<file path="src/rtl/dp_tx_engine_if.sv">
// Bus bundle between the GPP / control plane and the data-plane transmit
// engine: FIFO push port, transmit grant/request handshake, the outgoing
// flit stream and FIFO status.
interface dp_tx_engine_if #(
  parameter int DATA_W = 16,
  parameter int ID_W   = 16,
  parameter int DEPTH  = 16
);
  localparam int CNT_W = $clog2(DEPTH + 1);

  logic                   gpp_wr_en;
  logic [DATA_W-1:0]      gpp_wr_data;
  logic                   data_tx_flag;
  logic                   data_tx_req;
  logic [ID_W+DATA_W-1:0] data_tx_packet;
  logic                   data_tx_valid;
  logic                   data_tx_complete_flag;
  logic [CNT_W-1:0]       fifo_count;
  logic                   fifo_full;
  logic                   fifo_empty;
  logic                   overflow_err;

  // Producer / control-plane side.
  modport master (
    output gpp_wr_en, gpp_wr_data, data_tx_flag,
    input  data_tx_req, data_tx_packet, data_tx_valid, data_tx_complete_flag,
    input  fifo_count, fifo_full, fifo_empty, overflow_err
  );

  // Transmit engine side.
  modport slave (
    input  gpp_wr_en, gpp_wr_data, data_tx_flag,
    output data_tx_req, data_tx_packet, data_tx_valid, data_tx_complete_flag,
    output fifo_count, fifo_full, fifo_empty, overflow_err
  );
endinterface

</file>
<file path="src/rtl/dp_tx_engine.sv">
// Data-plane transmit engine: a TX FIFO filled by the GPP, drained one
// packet (dest word + PKT_LEN payload words) at a time once the control
// plane grants transmission. Output flits are {dest, field}.
module dp_tx_engine #(
  parameter int DATA_W  = 16,
  parameter int ID_W    = 16,
  parameter int DEPTH   = 16,
  parameter int PKT_LEN = 4
) (
  input  logic            clk,
  input  logic            rst,
  input  logic [ID_W-1:0] node_id,
  dp_tx_engine_if.slave   bus
);
  localparam int AW = $clog2(DEPTH);
  localparam int CW = $clog2(DEPTH + 1);
  localparam int BW = $clog2(PKT_LEN + 1);

  typedef enum logic [1:0] {IDLE, HEADER, PAYLOAD, DONE} state_t;

  logic [DATA_W-1:0]      r_mem [DEPTH];
  logic [AW-1:0]          r_wr_ptr;
  logic [AW-1:0]          r_rd_ptr;
  logic [CW-1:0]          r_count;
  logic                   r_ovf;
  state_t                 r_state;
  state_t                 w_state_next;
  logic [BW-1:0]          r_beat;
  logic [BW-1:0]          w_beat_next;
  logic [ID_W-1:0]        r_dest;
  logic [ID_W+DATA_W-1:0] r_packet;
  logic [ID_W+DATA_W-1:0] w_packet_next;
  logic                   r_valid;
  logic                   w_valid_next;

  logic                   w_full;
  logic                   w_push;
  logic                   w_pop;
  logic                   w_dest_load;
  logic                   w_req;
  logic [DATA_W-1:0]      w_head;
  logic [DATA_W-1:0]      w_node_ext;

  assign w_full     = (r_count == CW'(DEPTH));
  // A push while full is dropped regardless of a same-cycle pop.
  assign w_push     = bus.gpp_wr_en & ~w_full;
  assign w_head     = r_mem[r_rd_ptr];
  assign w_node_ext = DATA_W'(node_id);
  assign w_req      = (r_state == IDLE) && (r_count >= CW'(PKT_LEN + 1));

  assign bus.data_tx_req           = w_req;
  assign bus.data_tx_packet        = r_packet;
  assign bus.data_tx_valid         = r_valid;
  assign bus.data_tx_complete_flag = (r_state == DONE);
  assign bus.fifo_count            = r_count;
  assign bus.fifo_full             = w_full;
  assign bus.fifo_empty            = (r_count == '0);
  assign bus.overflow_err          = r_ovf;

  // FIFO storage write; contents are not reset.
  always_ff @(posedge clk) begin
    if (w_push) r_mem[r_wr_ptr] <= bus.gpp_wr_data;
  end

  // FIFO pointers, occupancy and sticky overflow flag.
  always_ff @(posedge clk or negedge rst) begin
    if (!rst) begin
      r_wr_ptr <= '0;
      r_rd_ptr <= '0;
      r_count  <= '0;
      r_ovf    <= 1'b0;
    end else begin
      if (w_push) r_wr_ptr <= r_wr_ptr + 1'b1;
      if (w_pop)  r_rd_ptr <= r_rd_ptr + 1'b1;
      case ({w_push, w_pop})
        2'b10:   r_count <= r_count + 1'b1;
        2'b01:   r_count <= r_count - 1'b1;
        default: r_count <= r_count;
      endcase
      if (bus.gpp_wr_en && w_full) r_ovf <= 1'b1;
    end
  end

  // Packet FSM next state, FIFO pop and next registered flit.
  always_comb begin
    w_state_next  = r_state;
    w_beat_next   = r_beat;
    w_pop         = 1'b0;
    w_dest_load   = 1'b0;
    w_valid_next  = 1'b0;
    w_packet_next = '0;
    unique case (r_state)
      IDLE: begin
        if (w_req && bus.data_tx_flag) begin
          w_pop        = 1'b1;
          w_dest_load  = 1'b1;
          w_state_next = HEADER;
        end
      end
      HEADER: begin
        if (bus.data_tx_flag) begin
          w_valid_next  = 1'b1;
          w_packet_next = {r_dest, w_node_ext};
          w_beat_next   = '0;
          w_state_next  = PAYLOAD;
        end
      end
      PAYLOAD: begin
        if (bus.data_tx_flag) begin
          // The beat after the last payload word emits nothing and closes
          // the packet, so the complete pulse follows the last flit.
          if (r_beat == BW'(PKT_LEN)) begin
            w_state_next = DONE;
          end else begin
            w_pop         = 1'b1;
            w_valid_next  = 1'b1;
            w_packet_next = {r_dest, w_head};
            w_beat_next   = r_beat + 1'b1;
          end
        end
      end
      DONE: begin
        w_state_next = IDLE;
      end
      default: begin
        w_state_next = IDLE;
      end
    endcase
  end

  // FSM state, beat counter, latched destination and output flit register.
  always_ff @(posedge clk or negedge rst) begin
    if (!rst) begin
      r_state  <= IDLE;
      r_beat   <= '0;
      r_dest   <= '0;
      r_packet <= '0;
      r_valid  <= 1'b0;
    end else begin
      r_state  <= w_state_next;
      r_beat   <= w_beat_next;
      r_packet <= w_packet_next;
      r_valid  <= w_valid_next;
      if (w_dest_load) r_dest <= w_head[ID_W-1:0];
    end
  end
endmodule

</file>
<file path="src/flat_wrapper.sv">
// flat-port wrapper written by rule: the top's interface ports become plain ports
module dp_tx_engine_flat 
#(
  parameter int DATA_W  = 16,
  parameter int ID_W    = 16,
  parameter int DEPTH   = 16,
  parameter int PKT_LEN = 4
)
  (clk, rst, node_id, bus_gpp_wr_en, bus_gpp_wr_data, bus_data_tx_flag, bus_data_tx_req, bus_data_tx_packet, bus_data_tx_valid, bus_data_tx_complete_flag, bus_fifo_count, bus_fifo_full, bus_fifo_empty, bus_overflow_err);
  dp_tx_engine_if #(.DATA_W(DATA_W), .ID_W(ID_W), .DEPTH(DEPTH)) bus_i ();
  input  logic clk;
  input  logic rst;
  input  logic [ID_W-1:0] node_id;
  input wire logic [$bits(bus_i.gpp_wr_en)-1:0] bus_gpp_wr_en;
  input wire logic [$bits(bus_i.gpp_wr_data)-1:0] bus_gpp_wr_data;
  input wire logic [$bits(bus_i.data_tx_flag)-1:0] bus_data_tx_flag;
  output wire logic [$bits(bus_i.data_tx_req)-1:0] bus_data_tx_req;
  output wire logic [$bits(bus_i.data_tx_packet)-1:0] bus_data_tx_packet;
  output wire logic [$bits(bus_i.data_tx_valid)-1:0] bus_data_tx_valid;
  output wire logic [$bits(bus_i.data_tx_complete_flag)-1:0] bus_data_tx_complete_flag;
  output wire logic [$bits(bus_i.fifo_count)-1:0] bus_fifo_count;
  output wire logic [$bits(bus_i.fifo_full)-1:0] bus_fifo_full;
  output wire logic [$bits(bus_i.fifo_empty)-1:0] bus_fifo_empty;
  output wire logic [$bits(bus_i.overflow_err)-1:0] bus_overflow_err;
  assign bus_i.gpp_wr_en = bus_gpp_wr_en;
  assign bus_i.gpp_wr_data = bus_gpp_wr_data;
  assign bus_i.data_tx_flag = bus_data_tx_flag;
  assign bus_data_tx_req = bus_i.data_tx_req;
  assign bus_data_tx_packet = bus_i.data_tx_packet;
  assign bus_data_tx_valid = bus_i.data_tx_valid;
  assign bus_data_tx_complete_flag = bus_i.data_tx_complete_flag;
  assign bus_fifo_count = bus_i.fifo_count;
  assign bus_fifo_full = bus_i.fifo_full;
  assign bus_fifo_empty = bus_i.fifo_empty;
  assign bus_overflow_err = bus_i.overflow_err;
  dp_tx_engine #(.DATA_W(DATA_W), .ID_W(ID_W), .DEPTH(DEPTH), .PKT_LEN(PKT_LEN)) u_core (.clk(clk), .rst(rst), .node_id(node_id), .bus(bus_i));
endmodule
</file>
<file path="config.mk">
export PLATFORM = sky130hd
export DESIGN_NAME = dp_tx_engine_flat
export DESIGN_NICKNAME = d
export VERILOG_FILES = /design/src/rtl/dp_tx_engine_if.sv /design/src/rtl/dp_tx_engine.sv /design/src/flat_wrapper.sv
export SDC_FILE = /design/constraint.sdc
export NUM_CORES = 1
export LEC_CHECK = 0
export CAP_MARGIN = 5
export CORE_ASPECT_RATIO = 2
export CORE_MARGIN = 5
export CORE_UTILIZATION = 60
export DETAILED_ROUTE_END_ITERATION = 6
export PLACE_DENSITY_LB_ADDON = 0.25
export SLEW_MARGIN = 20
export SYNTH_ARGS = -nofsm -noshare
export SYNTH_HDL_FRONTEND = slang
export SYNTH_SLANG_ARGS = --single-unit
</file>
<file path="constraint.sdc">
create_clock -name clk -period 6.8 [get_ports clk]
set_input_delay 2.04 -clock clk [delete_from_list [all_inputs] [get_ports clk]]
set_output_delay 2.04 -clock clk [all_outputs]
set_load 0.02 [all_outputs]
</file>
* After elaboration in Yosys (flattened, before gate mapping)
Memories as Yosys holds them, arrays and structs flattened.
Cells that the tools add are included.
** Storage, ports and cells
- Input port bits :: 36
- Output and inout port bits :: 43
- RAM bits :: 256
- Word-level logic and storage cells :: 62
- Bits in registers :: 68
- Memories kept :: 1
** Operators by class
- Order comparisons :: 1
- Reductions and logical operators :: 9
- Bitwise gates (word level) :: 2
- Equality and inequality tests :: 12
- Multiplexer cells :: 23
- Add/sub/neg operators :: 5
** Memory list
- u_core.r_mem :: depth 16, width 16, rd ports 1, clocked after Yosys merged registers in 0, write ports 1, line dp_tx_engine.sv:21 : logic [DATA_W-1:0] r_mem [DEPTH];
** Operators with widths (count)
- $mux W32 :: 3
- $pmux W32 S2 :: 1
- $pmux W5 S2 :: 1
- $mux W3 :: 3
- $add A4 B1 Y4 const B :: 2
- $mux W2 :: 4
- $ne A2 B2 Y1 const B :: 4
- $pmux W2 S4 :: 1
- $reduce_and A4 Y1 :: 2
- $mux W1 :: 7
- $eq A2 B2 Y1 const B :: 3
- $pmux W3 S2 :: 1
- $add A5 B1 Y5 const B :: 1
- $eq A5 B5 Y1 const B :: 1
- $ge A5 B3 Y1 const B :: 1
- $logic_not A5 Y1 :: 1
- $sub A5 B1 Y5 const B :: 1
- $eq A2 B1 Y1 const B :: 2
- $pmux W1 S2 :: 2
- $reduce_bool A2 Y1 :: 2
- $add A3 B1 Y3 const B :: 1
- $eq A3 B3 Y1 const B :: 1
- $logic_and A1 B1 Y1 :: 3
- $logic_not A2 Y1 :: 1
- 3 further kinds :: 3

* Depth between registers and ports, before layout
Gate-level depths: netlist of run 1.
- Word-level depth :: 7
- Gate-level depth with buffers :: 13
- Mapped depth without buffers :: 13

* Worst setup path before layout of run 1
Ideal clock, no wire load.
- Path type :: input -> register
- Start point :: input bus_gpp_wr_en
- End point :: memory u_core.r_mem[3][0], enable pin
- Cell stages on the path :: 4
- Library setup time :: 0.409 ns
- Data required time :: 6.391 ns
- Slack :: 2.676 ns
- Buffers on the path :: 1
- Data arrival time :: 3.714 ns
- Cells stage by stage :: and2_1 -> clkbuf_1 -> nand2_1 -> nor3_1
** Between the ends
- Cells in the longest elaborated chain, start to end :: 3
** RTL lines
- start, declared :: line flat_wrapper.sv:14 : input wire logic [$bits(bus_i.gpp_wr_en)-1:0] bus_gpp_wr_en;
- $and A1 B1 Y1 :: line dp_tx_engine.sv:46 : assign w_push = bus.gpp_wr_en & ~w_full;
- $mux W1 :: line dp_tx_engine.sv:62 : if (w_push) r_mem[r_wr_ptr] <= bus.gpp_wr_data;
- $mux W1 (not written as such) :: line dp_tx_engine.sv:62
- end, declared :: line dp_tx_engine.sv:21
Every way passes these cells.

* Final worst setup path of run 1
- Start point :: input bus_data_tx_flag
- End point :: register u_core.r_count[4] (netlist: u_core.bus.fifo_count[4])
** Between the ends
- Cells in the longest elaborated chain, start to end :: 5
- Elaborated cells on any way between the ends :: 8
- Classes of those cells :: 2 x eq/ne; 4 x mux; 2 x reduce/logical
** RTL lines
- start, declared :: line flat_wrapper.sv:16 : input wire logic [$bits(bus_i.data_tx_flag)-1:0] bus_data_tx_flag;
- $logic_and A1 B1 Y1 :: line dp_tx_engine.sv:94 : if (w_req && bus.data_tx_flag) begin
- $mux W1 :: line dp_tx_engine.sv:94
- $pmux W1 S2 * :: line dp_tx_engine.sv:92 : unique case (r_state)
- net u_core.w_pop :: line dp_tx_engine.sv:38 : logic w_pop;
- $eq A2 B1 Y1 / $eq A2 B2 Y1 (equally long branches) :: line dp_tx_engine.sv:75 : case ({w_push, w_pop})
- $pmux W5 S2 / $reduce_bool A2 Y1 (equally long branches)
- end signal, assigned :: line dp_tx_engine.sv:76 : 2'b10: r_count <= r_count + 1'b1;
- end signal, assigned :: line dp_tx_engine.sv:77 : 2'b01: r_count <= r_count - 1'b1;
- end signal, assigned :: line dp_tx_engine.sv:78 : default: r_count <= r_count;
- end, declared :: line dp_tx_engine.sv:24 : logic [CW-1:0] r_count;
The timed path passes the listed nets; every way through them passes the cells marked *.
A chain may end at the register's enable or synchronous reset.

==> results of run 1 <==
## cell families after synthesis
group                    after synthesis  synth area share
AO/OA/AOI/OAI                        120            0.0588
XOR/XNOR                              10           0.00688
adder cells (fa/ha/maj)               16            0.0163
buffers and inverters                 53            0.0227
flip-flops                           324             0.738
multiplexers                         114             0.125
AND/OR/NAND/NOR                       86            0.0323
## stage by stage
| stage | cells | setup WS, ns | utilization |
|---|---|---|---|
| floorplan | 723 | 2.68 | - |
| CTS | 1100 | 2.38 | 0.697 |
| finish | 1100 | 2.38 | 0.697 |
| detailed placement | 1054 | 1.86 | 0.659 |
| global placement | 1054 | 2.01 | 0.659 |
| global route | 1100 | 2.25 | 0.697 |
## cell type report
cell class              count  area share
multi-input cells         346       0.210
inverters                  14     0.00360
repair buffers            101      0.0650
clock inverters            13     0.00867
clock buffers              33      0.0450
flip-flops and latches    324       0.644
well taps                 269      0.0231
## registers in the layout, summed over array words and instances, names as in the netlist
signal / flops
u_core.r_dest: 16
u_core.r_rd_ptr: 4
u_core.r_wr_ptr: 4
u_core.bus.data_tx_valid: 1
u_core.bus.data_tx_packet: 32
u_core.r_mem: 256
u_core.bus.fifo_count: 5
u_core.r_state: 2
u_core.r_beat: 3
u_core.bus.overflow_err: 1
## worst paths after layout
check	cells after the start	to	slack [ns]
min in group asynchronous	2	u_core.bus.data_tx_packet[12]	1.68
worst max register to register	5	u_core.r_dest[6]	3.47
max in group asynchronous	2	u_core.r_rd_ptr[0]	4.48
worst max-delay path	10	u_core.bus.fifo_count[4]	2.38
worst min register to register	1	u_core.bus.overflow_err	0.47
worst min-delay path	1	u_core.bus.overflow_err	0.47
## layer usage
| layer | wire length (µm) | track usage |
|---|---|---|
| met2 | 14800 | 0.408 |
| met1 | 9290 | 0.263 |
| met5 | 0 | 0 |
| met4 | 684 | 0.0730 |
| met3 | 1470 | 0.0252 |
## placed cells by master, fill, tap and decap left out, types with 3 or more instances in the layout
master / synthesis / layout
ha_1: 15 / 15
nand3_1: 5 / 5
o21ai_0: 36 / 36
clkinv_1: 0 / 5
mux2_2: 34 / 34
and2_1: 19 / 19
clkbuf_1: 15 / 8
clkinv_4: 0 / 3
a221oi_1: 16 / 16
dfrtp_1: 68 / 66
nand2_1: 31 / 31
a21oi_1: 4 / 4
clkbuf_16: 0 / 25
xor2_1: 3 / 3
nor2_1: 17 / 17
a22o_1: 18 / 18
mux2i_1: 48 / 48
o21ai_1: 39 / 39
buf_4: 2 / 23
inv_1: 14 / 14
nor2b_1: 4 / 3
mux4_2: 30 / 30
nor3_2: 0 / 4
edfxtp_1: 256 / 256
clkdlybuf4s50_1: 0 / 77
xnor2_1: 7 / 7
## power breakdown
part / internal [mW] / switching, mW
Sequential: 2.46 / 0.246
Combinational: 0.847 / 1.05
Clock: 0.761 / 0.651
Total: 4.07 / 1.94
==> out/qor.yml, run 1 <==
floorplan:
  die-area_um2: 24400
  floorplan.rows: 75
  ios: 79
  die_h_um: 216
  coreArea_um2: 20900
  start_util: 0.608
  die_x_um: 113
clock_tree:
  cts.sinks: 324
  cts_setup_buffers: 0
  clockRootBuffer: "clkbuf_16"
  post_cts_resized: 0
  insertion_delay_ns: 0.54
  cts_buffers: 25
  cts_buffer_depth: 3
  cts_tree: "built"
  cts_hold_buffers: 0
  h-tree-depth: 1
  path_clk_slew_ns: 0.07
setup_path:
  critPathKind: "input port to flip-flop"
  reg2reg_from: "u_core.r_rd_ptr[0]"
  crit_family: "buffers and inverters"
  cpPeakStageDelay_ns: 0.65
  crit_path_start_kind: "input port"
  crit_required_ns: 7.20
  startpoint: "bus_data_tx_flag"
  critPathBufInv: 2
  crit_path_end_kind: "flip-flop"
  path_cells: "clkdlybuf4s50_1 > o21a_1 > ha_1 > inv_1 > fa_1 > nor2b_1 > o21ai_0 > nand3_1 > or3b_2 > xnor2_1"
  critPathArrivalTime_ns: 4.82
  critPathMaxFanout: 10
  critPathSlowestCell: "clkdlybuf4s50_1"
global_route:
  grt_pass1_wl_um: 41000
  grtUsageTotal: 0.220
  overflow: 0
  grt_pass1_vias: 7151
  grt_max_degree: 69
  antenna_found_initial: 0
layout:
  stdcell_area_um2: 14600
  multi_input_area_um2: 3070
  final-seq-area_um2: 9390
  syn2layout_area_growth_pct: 14.6
  finalNetCount: 864
  drive_above_1_share: 0.156
  antenna_cells: 0
  fillerInstances: 1325
sta:
  tns_ns: 0
  rsz0062_at_grt: "false"
  setup_viol: 0
  period_share: 0.650
  worst_pin_slew_ns: 1.00
  slew_headroom: 0.331
  timing.hold.ws_ns: 0.468
  layout_min_cycle_time_ns: 4.42
  fmax_mhz: 226
  slew_violations: 0
  hold_viol: 0
  finClkSkew_ns: 0.0176
job:
  maxCapViolCount: 0
detailed_routing:
  firstDrtPassIters: 4
  viasPerCell: 6.10
  initialDrtViolationCount: 614
  drc: 0
  totalWireLength_um: 26200
  post_drt_wl_per_cell_um: 23.8
  num_vias: 6707
  ant_nets: 0
synthesis:
  synth_edf_count: 256
  yosysUniqueCellTypes: 41
  synth_area_leaders: "edfxtp_1 60%, dfrtp_1 13%, mux4_2 5.3%"
  synthTopCellsByCount: "256 x edfxtp_1, 68 x dfrtp_1, 48 x mux2i_1"
  async_flop_share: 0.210
  yosys.area.top_type: "edfxtp_1"
  ys_ff_latch: 324
  syn_nets: 775
  ys_warn_count: 0
  ys_seq_area_frac: 0.738
  synth_top_area_frac: 0.604
  syn_area_per_cell_um2: 17.6
  ys.flop_type: "edfxtp_1"
  syn_inst: 723
  synth_most_common_cell: "edfxtp_1"
  syn-cell-area_um2: 12700
worst_hold_path:
  hp-start: "u_core.bus.overflow_err"
  min_path_type: "flip-flop to flip-flop"
placement:
  port_buffers: 78
  hpwl_um: 16800
  place_congestion: 0.843
  place_area_um2: 13800
pwr:
  p_total_mw: 6.01
  p_leak_nw: 5.17
  p_per_area_nw_per_um2: 412
  irDropWorstVdd_v: 0.000272
run_status:
  status: "complete, no violations"
(Power assumes the default switching activity.)
==> run 2, diff against run 1 <==
- CORE_UTILIZATION: 60 -> 59
- clock period: 6.8 -> 4.1 ns (I/O delays scaled with it)
==> run 2 against run 1 <==
  * Clock skew down 0.0073 ns
  * Via count up 2.9%
  * First-iteration DRC count decreased by 7.3%
  * Critical path depth shrank 6
  * Clock-buffer cell count stayed put
  * Global-route usage rose by 1.4 points
  * Utilization barely moved
  * Sequential share of layout area is 1.4 points lower
  * Register-to-register slack got worse by 2.6 ns
  * Largest cell class unchanged
  * Highest routed layer unchanged
==> out/qor.yml, run 2 (synthesized netlist as in run 1, its figures left out) <==
layout:
  final_cell_mix: "256 x edfxtp_1, 77 x clkdlybuf4s50_1, 67 x dfrtp_1"
  finalNetCount: 875
  final_common_cell: "edfxtp_1"
  stdcell_count: 1116
  regMostFlops: "u_core.r_mem"
  drive_above_1_share: 0.174
  antenna_cells: 0
  syn2layout_area_growth_pct: 17.2
  largest_reg_flops: 256
  fillerInstances: 1366
  stdcell_area_um2: 14900
detailed_routing:
  viasPerCell: 6.18
  ant_nets: 0
  post_drt_wl_per_cell_um: 25.4
  num_vias: 6902
  firstDrtPassIters: 5
  initialDrtViolationCount: 569
  drc: 0
  totalWireLength_um: 28300
setup_path:
  critPathMaxFanout: 6
  crit_path_start_kind: "flip-flop"
  critPathArrivalTime_ns: 2.15
  critPathKind: "flip-flop to output port"
  cpPeakStageDelay_ns: 0.60
  rr_endpoint: "u_core.bus.fifo_count[4]"
  crit_path_end_kind: "output port"
  path_cells: "nor4_1 > nand2_1 > inv_1 > clkdlybuf4s50_1"
  crit_required_ns: 2.87
  reg2reg_from: "u_core.r_state[0]"
  regToRegSetupSlack_ns: 0.91
  reg2regPathDepth: 12
  critPathSlowestCell: "clkdlybuf4s50_1"
placement:
  place_congestion: 0.848
  place_ws_ns: 0.359
  hpwl_um: 19000
  port_buffers: 78
  place_area_um2: 13900
  placed_cells_incl_taps: 1067
floorplan:
  die_h_um: 218
  ios: 79
  floorplan.rows: 76
  start_util: 0.595
  die_x_um: 114
  die-area_um2: 24800
  coreArea_um2: 21400
global_route:
  grt_max_degree: 51
  grt_pass1_vias: 7508
  grtUsageTotal: 0.234
  grt_pass1_wl_um: 43000
  antenna_found_initial: 0
  overflow: 0
sta:
  slew_headroom: 0.394
  slew_violations: 0
  rsz0062_at_grt: "false"
  fmax_mhz: 295
  hold_viol: 0
  worst_slack_ns: 0.715
  layout_min_cycle_time_ns: 3.38
  finClkSkew_ns: 0.0103
  worst_pin_slew_ns: 0.908
  period_share: 0.826
  setup_viol: 0
  tns_ns: 0
clock_tree:
  post_cts_resized: 0
  cts_tree: "built"
  cts.sinks: 324
  clockRootBuffer: "clkbuf_16"
  cts_setup_buffers: 0
  h-tree-depth: 1
  cts_buffer_depth: 3
  path_clk_slew_ns: 0.07
  insertion_delay_ns: 0.54
  cts_hold_buffers: 0
  cts_buffers: 27
worst_hold_path:
  whs_path_depth: 1
  hp-start: "u_core.bus.overflow_err"
  holdPathEnd: "u_core.bus.overflow_err"
  min_path_type: "flip-flop to flip-flop"
pwr:
  p_leak_nw: 5.32
  p_total_mw: 10.6
  irDropWorstVdd_v: 0.000424
  p_per_area_nw_per_um2: 710
job:
  maxCapViolCount: 0
run_status:
  status: "complete, no violations"
==> run 2: final cells by class <==
class | instances | area, µm² | share of cell area
sequential | 324 | 9390 | 0.630
multi-input combinational | 346 | 3070 | 0.206
clock inverter | 16 | 268 | 0.0180
timing repair buffer | 110 | 1080 | 0.0723
tap | 273 | 342 | 0.0229
clock buffer | 33 | 708 | 0.0475
inverter | 14 | 52.6 | 0.00352
==> run 2: worst max-delay path: cells and delay by family (launching register included) <==
family                 cells  cell delay, ns
buffers and inverters      2            0.69
flip-flops                 1            0.46
AND/OR/NAND/NOR            2            0.46
==> run 2: how the worst max path moves through the flow <==
stage                                   from                  endpoint  slack, ns  depth (start not counted)
floorplan                      bus_gpp_wr_en        u_core.r_mem[3][0]       0.79                          4
global placement            bus_data_tx_flag  u_core.bus.fifo_count[4]       0.45                         10
detailed placement          bus_data_tx_flag  u_core.bus.fifo_count[4]       0.36                         10
CTS                 u_core.bus.fifo_count[1]             bus_fifo_full       0.68                          4
global route        u_core.bus.fifo_count[1]             bus_fifo_full       0.60                          4
finish              u_core.bus.fifo_count[1]             bus_fifo_full       0.72                          4
==> run 2: power by group <==
part / internal, mW / switching [mW] / leakage (nW)
Clock: 1.67 / 1.12 / 0.464
Combinational: 1.45 / 1.90 / 1.68
Sequential: 4.09 / 0.356 / 3.18
==> run 2: per-stage QoR <==
step / hold slack (ns) / util
6_report: 0.459 / 0.697
5_1_grt: 0.477 / 0.697
4_1_cts: 0.462 / 0.697
3_5_place_dp: 0.448 / 0.651
3_3_place_gp: 0.443 / 0.651
2_1_floorplan: 0.447 / -
==> run 2: metal layers <==
metal | vias up | track usage | part of all wire
met5 | - | 0 | 0
met4 | 0 | 0.133 | 0.060
met3 | 87 | 0.0286 | 0.053
met2 | 265 | 0.445 | 0.57
met1 | 3558 | 0.241 | 0.32
li1 | 2992 | - | -
==> run 3, diff against run 2 <==
- CORE_UTILIZATION: 59 -> 53
- clock period: 4.1 -> 2.9 ns (I/O delays scaled with it)
==> run 3 against run 2 <==
  * Cell count up 4.3%
  * First-iteration DRC count down 7.7%
  * Utilization down 5.8 points
  * Hold slack worse by 0.25 ns
  * Non-clock buffer count up 32
  * Global-route usage down 3.1 points
  * Register-to-register slack worse by 0.80 ns
  * Worst setup slack worse by 0.61 ns
  * Critical path type is now flip-flop to flip-flop
  * Largest cell class unchanged
==> out/qor.yml, run 3 (synthesized netlist as in run 1, its figures left out) <==
global_route:
  grt_pass1_vias: 7432
  grt_max_degree: 57
  grt_pass1_wl_um: 42200
  grtUsageTotal: 0.203
  antenna_found_initial: 0
  overflow: 0
detailed_routing:
  totalWireLength_um: 27500
  ant_nets: 0
  num_vias: 6784
  firstDrtPassIters: 5
  post_drt_wl_per_cell_um: 23.7
  initialDrtViolationCount: 525
  drc: 0
  viasPerCell: 5.83
sta:
  layout_min_cycle_time_ns: 2.79
  worst_pin_slew_ns: 0.698
  finClkSkew_ns: 0.0116
  hold_viol: 0
  fmax_mhz: 358
  period_share: 0.963
  slew_violations: 0
  timing.hold.ws_ns: 0.207
  setup_viol: 0
  slew_headroom: 0.531
clock_tree:
  cts.sinks: 324
  clockRootBuffer: "clkbuf_16"
  insertion_delay_ns: 0.56
  cts_tree: "built"
  path_clk_slew_ns: 0.07
  cts_buffer_depth: 3
  h-tree-depth: 1
  cts_buffers: 28
placement:
  port_buffers: 78
  hpwl_um: 19200
  place_congestion: 0.852
  placed_cells_incl_taps: 1111
floorplan:
  floorplan.rows: 80
  start_util: 0.534
  die-area_um2: 27400
  die_h_um: 229
  ios: 79
  coreArea_um2: 23800
  die_x_um: 120
layout:
  drive_above_1_share: 0.214
  largest_reg_flops: 256
  finalNetCount: 908
  syn2layout_area_growth_pct: 19.6
  antenna_cells: 0
  final_common_cell: "edfxtp_1"
  regMostFlops: "u_core.r_mem"
  stdcell_count: 1164
  final_cell_mix: "256 x edfxtp_1, 74 x clkdlybuf4s50_1, 65 x dfrtp_1"
setup_path:
  critPathMaxFanout: 3
  critPathKind: "flip-flop to flip-flop"
  crit_required_ns: 3.33
  crit_path_end_kind: "flip-flop"
  crit_path_start_kind: "flip-flop"
  reg2regPathDepth: 12
  critPathArrivalTime_ns: 3.23
worst_hold_path:
  min_path_type: "input port to asynchronous set/reset pin"
pwr:
  p_per_area_nw_per_um2: 990
  p_total_mw: 15.1
  p_leak_nw: 5.49
  irDropWorstVdd_v: 0.000521
job:
  maxCapViolCount: 0
run_status:
  status: "complete, no violations"
==> run 3: worst paths after layout <==
path | from | endpoint | slack, ns
worst min register to register | u_core.bus.overflow_err | u_core.bus.overflow_err | 0.46
max in group asynchronous | rst | u_core.r_dest[14] | 2.09
worst min-delay path | rst | u_core.bus.fifo_count[3] | 0.21
min in group clk | u_core.bus.overflow_err | u_core.bus.overflow_err | 0.46
worst max-delay path | u_core.bus.fifo_count[0] | u_core.bus.fifo_count[4] | 0.11
worst max register to register | u_core.bus.fifo_count[0] | u_core.bus.fifo_count[4] | 0.11
==> run 3: final cells by class <==
cell class,instances,area [µm²]
flip-flops and latches,324,9400
well taps,287,359
multi-input cells,346,3120
clock inverters,15,173
fillers,1658,8600
inverters,14,52.6
repair buffers,142,1380
clock buffers,36,741
==> run 3: worst max-delay path, stage by stage (launching register included) <==
cell	delay, ns
dfrtp_2	0.44
nor4_4	0.32
nand2_1	0.10
and2_1	0.18
inv_1	0.10
ha_4	0.15
inv_1	0.06
fa_2	0.35
nor2b_1	0.13
o21ai_1	0.10
nand3_1	0.12
or3b_2	0.47
xnor2_1	0.15
==> run 3: routing by layer <==
metal	vias up	global-route usage	routed length, µm
met2	201	0.389	15700
li1	3066	-	-
met1	3459	0.216	9310
met5	-	0	0
met4	0	0.0878	1120
met3	58	0.0304	1380
==> run 3: power breakdown <==
group	switching (mW)	internal [mW]	leakage, nW	total (mW)
combinational	2.78	2.32	1.88	5.10
clock	1.62	2.08	0.431	3.70
sequential	0.476	5.78	3.18	6.26
==> run 3: repair_timing <==
item | 4_1_cts | 5_1_grt
buffers inserted | 2 | 0
pin swaps | 1 | 2
setup endpoints to repair | 4 | 1
hold buffers | 0 | 0
gates resized for setup | 7 | 5
==> run 3: metrics by stage <==
stage	utilization	setup WS (ns)	TNS [ns]	instance area, µm²
2_1_floorplan	-	0.000636	0	12800
3_3_place_gp	0.598	-0.307	-0.307	14200
3_5_place_dp	0.598	-0.400	-0.400	14200
4_1_cts	0.638	0.0139	0	15200
5_1_grt	0.639	-0.0114	-0.0114	15200
6_report	0.639	0.109	0	15200
